<file path="config.mk">
export PLATFORM = sky130hd
export DESIGN_NAME = knn_vote_flat
export DESIGN_NICKNAME = d
export VERILOG_FILES = /design/src/rtl/knn_vote_if.sv /design/src/rtl/knn_vote.sv /design/src/flat_wrapper.sv
export SDC_FILE = /design/constraint.sdc
export NUM_CORES = 1
export LEC_CHECK = 0
export ABC_AREA = 1
export BUFFER_PORTS_ARGS = -buffer_cell sky130_fd_sc_hd__buf_2
export CORE_MARGIN = 4
export CORE_UTILIZATION = 55
export DETAILED_ROUTE_END_ITERATION = 10
export PLACE_DENSITY = 0.79
export SETUP_SLACK_MARGIN = 0.2
export SLEW_MARGIN = 20
export SYNTH_ARGS = -nofsm -noshare
export SYNTH_HDL_FRONTEND = slang
export SYNTH_SLANG_ARGS = --single-unit
</file>
<file path="constraint.sdc">
create_clock -name clk -period 4.8 [get_ports clk]
set_clock_uncertainty 0.05 [all_clocks]
set_input_delay 0 -clock clk [delete_from_list [all_inputs] [get_ports clk]]
set_output_delay 0 -clock clk [all_outputs]
set_load 0.005 [all_outputs]
</file>
<file path="src/rtl/knn_vote_if.sv">
// knn_vote_if: request/result bus for the k-NN majority-vote block.
// The master drives start and nb_list. The slave returns busy, done and the vote result.
interface knn_vote_if #(
    parameter int unsigned K         = 4,
    parameter int unsigned LABEL_W   = 8,
    parameter int unsigned DATA_INFO = 40
) ();
    localparam int unsigned VOTE_W = $clog2(K + 1);

    logic                     start;
    logic [K*DATA_INFO-1:0]   nb_list;
    logic                     busy;
    logic                     done;
    logic [LABEL_W-1:0]       label_out;
    logic [VOTE_W-1:0]        votes_out;
    logic                     empty;

    modport master (
        output start, nb_list,
        input  busy, done, label_out, votes_out, empty
    );

    modport slave (
        input  start, nb_list,
        output busy, done, label_out, votes_out, empty
    );
endinterface

</file>
<file path="src/rtl/knn_vote.sv">
// knn_vote: majority vote over a K-entry neighbour list.
// On start, the list is snapshotted. The block then scans one entry per cycle for K cycles.
// It reports the label with the most votes. Ties in vote count go to the smaller distance,
// and after that to the lower index. An entry whose distance is all-ones is an unused slot.
// Optional macro KNN_VOTE_STATS_EN adds cls_cnt, a saturating 16-bit count of done pulses.
module knn_vote #(
    parameter int unsigned K         = 4,
    parameter int unsigned DATA_W    = 32,
    parameter int unsigned LABEL_W   = 8,
    parameter int unsigned DATA_INFO = LABEL_W + DATA_W
) (
    input  logic        clk,
    input  logic        rst,
    knn_vote_if.slave   bus
`ifdef KNN_VOTE_STATS_EN
    ,
    output logic [15:0] cls_cnt
`endif
);
    localparam int unsigned CW = $clog2(K + 1);
    localparam int unsigned IW = (K > 1) ? $clog2(K) : 1;

    typedef enum logic [1:0] {IDLE, SCAN, DONE} state_t;

    state_t                 state_q, next_state;
    logic [K*DATA_INFO-1:0] snap_q, snap_d;
    logic [IW-1:0]          idx_q, idx_d;
    logic [CW-1:0]          best_cnt_q, best_cnt_d;
    logic [DATA_W-1:0]      best_dist_q, best_dist_d;
    logic [LABEL_W-1:0]     best_label_q, best_label_d;
    logic                   busy_d, done_d, empty_d;
    logic [LABEL_W-1:0]     label_d;
    logic [CW-1:0]          votes_d;

    logic [DATA_INFO-1:0]   cur_entry, ent_j;
    logic [LABEL_W-1:0]     cur_label;
    logic [DATA_W-1:0]      cur_dist;
    logic                   cur_valid;
    logic [CW-1:0]          cur_cnt;
    logic                   cur_better;

    // Vote count for the entry under the scan index, compared against the current best
    always_comb begin
        cur_entry  = snap_q[int'(idx_q)*DATA_INFO +: DATA_INFO];
        cur_label  = cur_entry[DATA_INFO-1 -: LABEL_W];
        cur_dist   = cur_entry[DATA_W-1:0];
        cur_valid  = (cur_dist != {DATA_W{1'b1}});
        cur_cnt    = '0;
        ent_j      = '0;
        for (int j = 0; j < int'(K); j++) begin
            ent_j = snap_q[j*DATA_INFO +: DATA_INFO];
            if ((ent_j[DATA_W-1:0] != {DATA_W{1'b1}}) &&
                (ent_j[DATA_INFO-1 -: LABEL_W] == cur_label))
                cur_cnt = cur_cnt + CW'(1);
        end
        cur_better = cur_valid &&
                     ((cur_cnt > best_cnt_q) ||
                      ((cur_cnt == best_cnt_q) && (cur_dist < best_dist_q)));
    end

    // State register
    always_ff @(posedge clk or negedge rst) begin
        if (!rst) state_q <= IDLE;
        else      state_q <= next_state;
    end

    // Next-state logic; start is honoured only in IDLE
    always_comb begin
        next_state = state_q;
        case (state_q)
            IDLE:    if (bus.start) next_state = SCAN;
            SCAN:    if (idx_q == IW'(K - 1)) next_state = DONE;
            DONE:    next_state = IDLE;
            default: next_state = IDLE;
        endcase
    end

    // Datapath and output next values
    always_comb begin
        snap_d       = snap_q;
        idx_d        = idx_q;
        best_cnt_d   = best_cnt_q;
        best_dist_d  = best_dist_q;
        best_label_d = best_label_q;
        done_d       = 1'b0;
        label_d      = bus.label_out;
        votes_d      = bus.votes_out;
        empty_d      = bus.empty;
        busy_d       = (next_state != IDLE);
        case (state_q)
            IDLE: begin
                if (bus.start) begin
                    snap_d       = bus.nb_list;
                    idx_d        = '0;
                    best_cnt_d   = '0;
                    best_dist_d  = {DATA_W{1'b1}};
                    best_label_d = '0;
                end
            end
            SCAN: begin
                if (cur_better) begin
                    best_cnt_d   = cur_cnt;
                    best_dist_d  = cur_dist;
                    best_label_d = cur_label;
                end
                idx_d = (idx_q == IW'(K - 1)) ? '0 : idx_q + IW'(1);
            end
            DONE: begin
                done_d  = 1'b1;
                label_d = best_label_q;
                votes_d = best_cnt_q;
                empty_d = (best_cnt_q == '0);
            end
            default: ;
        endcase
    end

    // Datapath and registered outputs
    always_ff @(posedge clk or negedge rst) begin
        if (!rst) begin
            snap_q        <= '0;
            idx_q         <= '0;
            best_cnt_q    <= '0;
            best_dist_q   <= '0;
            best_label_q  <= '0;
            bus.busy      <= 1'b0;
            bus.done      <= 1'b0;
            bus.label_out <= '0;
            bus.votes_out <= '0;
            bus.empty     <= 1'b0;
        end else begin
            snap_q        <= snap_d;
            idx_q         <= idx_d;
            best_cnt_q    <= best_cnt_d;
            best_dist_q   <= best_dist_d;
            best_label_q  <= best_label_d;
            bus.busy      <= busy_d;
            bus.done      <= done_d;
            bus.label_out <= label_d;
            bus.votes_out <= votes_d;
            bus.empty     <= empty_d;
        end
    end

`ifdef KNN_VOTE_STATS_EN
    // Saturating count of done pulses
    always_ff @(posedge clk or negedge rst) begin
        if (!rst)                            cls_cnt <= '0;
        else if (done_d && cls_cnt != 16'hFFFF) cls_cnt <= cls_cnt + 16'd1;
    end
`endif
endmodule
</file>
<file path="src/flat_wrapper.sv">
// flat-port wrapper written by rule: the top's interface ports become plain ports
module knn_vote_flat 
#(
    parameter int unsigned K         = 4,
    parameter int unsigned DATA_W    = 32,
    parameter int unsigned LABEL_W   = 8,
    parameter int unsigned DATA_INFO = LABEL_W + DATA_W
)
  (clk, rst, bus_start, bus_nb_list, bus_busy, bus_done, bus_label_out, bus_votes_out, bus_empty);
  knn_vote_if #(.K(K), .LABEL_W(LABEL_W), .DATA_INFO(DATA_INFO)) bus_i ();
  input  logic clk;
  input  logic rst;
  input wire logic [$bits(bus_i.start)-1:0] bus_start;
  input wire logic [$bits(bus_i.nb_list)-1:0] bus_nb_list;
  output wire logic [$bits(bus_i.busy)-1:0] bus_busy;
  output wire logic [$bits(bus_i.done)-1:0] bus_done;
  output wire logic [$bits(bus_i.label_out)-1:0] bus_label_out;
  output wire logic [$bits(bus_i.votes_out)-1:0] bus_votes_out;
  output wire logic [$bits(bus_i.empty)-1:0] bus_empty;
  assign bus_i.start = bus_start;
  assign bus_i.nb_list = bus_nb_list;
  assign bus_busy = bus_i.busy;
  assign bus_done = bus_i.done;
  assign bus_label_out = bus_i.label_out;
  assign bus_votes_out = bus_i.votes_out;
  assign bus_empty = bus_i.empty;
  knn_vote #(.K(K), .DATA_W(DATA_W), .LABEL_W(LABEL_W), .DATA_INFO(DATA_INFO)) u_core (.clk(clk), .rst(rst), .bus(bus_i));
endmodule
</file>
==> impl_metrics.env <==
export IMPL_cts_made_buffers=24
export IMPL_status="finished, final reports clean"
export IMPL_grt_overflow_total=0
export IMPL_crit_path_max_incr_delay_ns=0.51
export IMPL_ir_drop_v=0.000404
export IMPL_grt_max_degree=126
export IMPL_wl_mm=36.7
export IMPL_crit_path_max_fanout=21
export IMPL_yosys_area_top_type="dfrtp_1"
export IMPL_remaining_drc_errors=0
export IMPL_crit_path_end_kind="register"
export IMPL_synth_area_um2=11800
export IMPL_nets=1846
export IMPL_clockBufferDepth=3
export IMPL_finalHoldViolCount=0
export IMPL_cp_num_buf_inv=2
export IMPL_dieWidth_um=154
export IMPL_drt_iter0_markers=1141
export IMPL_grt_usage_pct=30.1
export IMPL_grt_setup_unrepaired="true"
export IMPL_hold_class="primary input to asynchronous set/reset pin"
export IMPL_ant_nets=0
export IMPL_period_share_pct=92.7
export IMPL_path_common_cell="nand2_1"
export IMPL_drive_above_1_share_pct=24.9
export IMPL_synth_edf_count=0
export IMPL_power_mw=11.7
export IMPL_max_freq_mhz=225
export IMPL_synth_area_per_cell_um2=8.90
export IMPL_first_pass_iters=6
export IMPL_vias=11000
export IMPL_synth_cell_types=37
export IMPL_cts_root_buf="clkbuf_16"
export IMPL_synthArstFlopShare_pct=100
export IMPL_crit_required_ns=5.17
export IMPL_syn_num_nets=1525
export IMPL_portBuffers=176
export IMPL_gp_congestion=0.901
export IMPL_die_h_um=154
export IMPL_clk_pin_slew_ns=0.07
export IMPL_post_route_min_period_ns=4.45
export IMPL_critical_path_top_delay_family="simple AND/OR/NAND/NOR gates"
export IMPL_layout_commonest_cell="nand2_1"
export IMPL_dp_hpwl_mm=21.8
export IMPL_maxSlewViolCount=0
export IMPL_wl_per_cell_um=18.9
export IMPL_max_cap_violations=0
export IMPL_critPathSlowestCell="nor4_1"
export IMPL_n_fill_cell=1360
export IMPL_setup_tns_final_ns=0
export IMPL_grt_pass1_vias=11200
export IMPL_critPathLaunch="u_core.snap_q[0]$_DFFE_PN0P_"
export IMPL_yosys_warnings=0
export IMPL_synth_seq_area_share_pct=46.9
export IMPL_crit_type="register to register"
export IMPL_syn_inst=1324
export IMPL_areaGrowthSynthToFinish_pct=30.6
export IMPL_worst_ep_arrival_time_ns=4.82
export IMPL_leakage_nw=7.69
export IMPL_r2r_start="u_core.snap_q[0]$_DFFE_PN0P_"
export IMPL_cts_tree="yes"
export IMPL_slew_headroom_pct=30.8
export IMPL_regArea_um2=5540
export IMPL_viasPerCell=5.69
export IMPL_die_area_um2=23800
export IMPL_grt_pass1_wl_mm=57.9
export IMPL_clock_sinks=221
export IMPL_cp_start_kind="register"
export IMPL_worst_slew_pin_slew_ns=1.04
export IMPL_floorplan_initialDensity_pct=56.1
export IMPL_core_um2=21000
export IMPL_row_count=53
export IMPL_clock_latency_ns=0.54
export IMPL_powerDensity_nw_per_um2=757
export IMPL_yosys_top_cells_area="dfrtp_1 (47%), mux2_2 (12%), nand2_1 (11%)"
export IMPL_setup_viol=0
export IMPL_io_pins=177
export IMPL_layout_common_cells="nand2_1 (330), dfrtp_1 (219), buf_2 (175)"
export IMPL_netlist_area_leader_share_pct=46.9
export IMPL_ys_ff_latch=221
export IMPL_multi_input_area_um2=5460
export IMPL_htree_levels=1
export IMPL_synth_flop_cell="dfrtp_1"
export IMPL_antenna_found_initial=2
## metal layers
layer	vias up	global-route usage, %	share of wire (%)
met1	5261	38.2	38
li1	4994	-	-
met5	-	0	0
met2	618	49.2	48
met4	0	15.3	5.9
met3	173	6.13	8.5
## logic make-up (layout without fill, tap and decap cells)
family	count (synthesis)	in the layout	share of synthesized area, %
and+or+nand+nor	582	583	21.8
DFF	221	221	46.9
buffers and inverters	190	528	7.15
AOI/OAI and AO/OA	145	145	6.52
muxes	123	123	11.7
adders and majority gates	38	38	4.03
xor gates and xnor gates	25	25	1.86
other	0	2	0
## per-stage QoR
| stage | setup slack (ns) | hold WS (ns) | std cells | util (%) | cell area, µm² |
|---|---|---|---|---|---|
| 2_1_floorplan | 0.669 | -0.346 | 1324 | - | 11800 |
| 3_3_place_gp | 0.301 | 0.122 | 1723 | 60.9 | 12800 |
| 3_5_place_dp | 0.0423 | 0.121 | 1723 | 60.9 | 12800 |
| 4_1_cts | 0.200 | 0.159 | 1928 | 72.7 | 15300 |
| 5_1_grt | 0.101 | 0.194 | 1940 | 73.3 | 15400 |
| 6_report | 0.352 | 0.126 | 1940 | 73.3 | 15400 |
## what timing repair did
| item | in CTS | in global routing |
|---|---|---|
| endpoints found under the hold margin | 283 | 0 |
| endpoints found under the setup margin | 43 | 43 |
| buffers inserted | 0 | 9 |
| resized for setup | 2 | 6 |
| pin swaps | 0 | 2 |
| hold buffers | 161 | 0 |
| cloned | 0 | 1 |
## flip-flops by register name, indices dropped and copies added, names as in the netlist
register and cells:
u_core.best_cnt_q 3, u_core.best_dist_q 32, u_core.best_label_q 8, u_core.bus.busy 1
u_core.bus.done 1, u_core.bus.empty 1, u_core.bus.label_out 8, u_core.bus.votes_out 3
u_core.idx_q 2, u_core.snap_q 160, u_core.state_q 2
## cell usage after synthesis (19+ instances only)
cell type	count
a21oi_1	85
clkbuf_1	24
dfrtp_1	221
ha_1	38
inv_1	110
mux2_2	123
nand2_1	331
nand3_1	94
nand4_1	31
nor2_1	80
o21ai_1	31
xor2_1	19
## power by group
part	internal, mW	switching, mW	leakage (nW)	total, mW
logic	2.37	3.67	4.67	6.04
clock network	1.23	0.796	0.432	2.03
registers	2.82	0.777	2.59	3.60
total	6.42	5.24	7.69	11.7
## final cells by class
| cell class | instances | share of cell area (%) |
|---|---|---|
| sequential | 221 | 35.9 |
| multi-input combinational | 914 | 35.5 |
| timing repair buffer | 360 | 17.6 |
| clock buffer | 31 | 4.46 |
| inverter | 124 | 3.06 |
| tap | 275 | 2.23 |
| clock inverter | 13 | 1.23 |
| antenna | 2 | 0.0325 |
## path summary, 6_finish.rpt
path | endpoint | slack (ns) | cells past startpoint
min in group clk | u_core.snap_q[70]$_DFFE_PN0P_ | 0.19 | 3
worst min-delay path | u_core.snap_q[129]$_DFFE_PN0P_ | 0.13 | 2
worst max-delay path | u_core.best_cnt_q[2]$_DFFE_PN0P_ | 0.35 | 25
worst max register to register | u_core.best_cnt_q[2]$_DFFE_PN0P_ | 0.35 | 25
worst min register to register | u_core.bus.label_out[1]$_DFFE_PN0P_ | 0.42 | 2
max in group asynchronous | u_core.snap_q[1]$_DFFE_PN0P_ | 3.33 | 3
No activity file was read; power rests on OpenSTA's default activity.
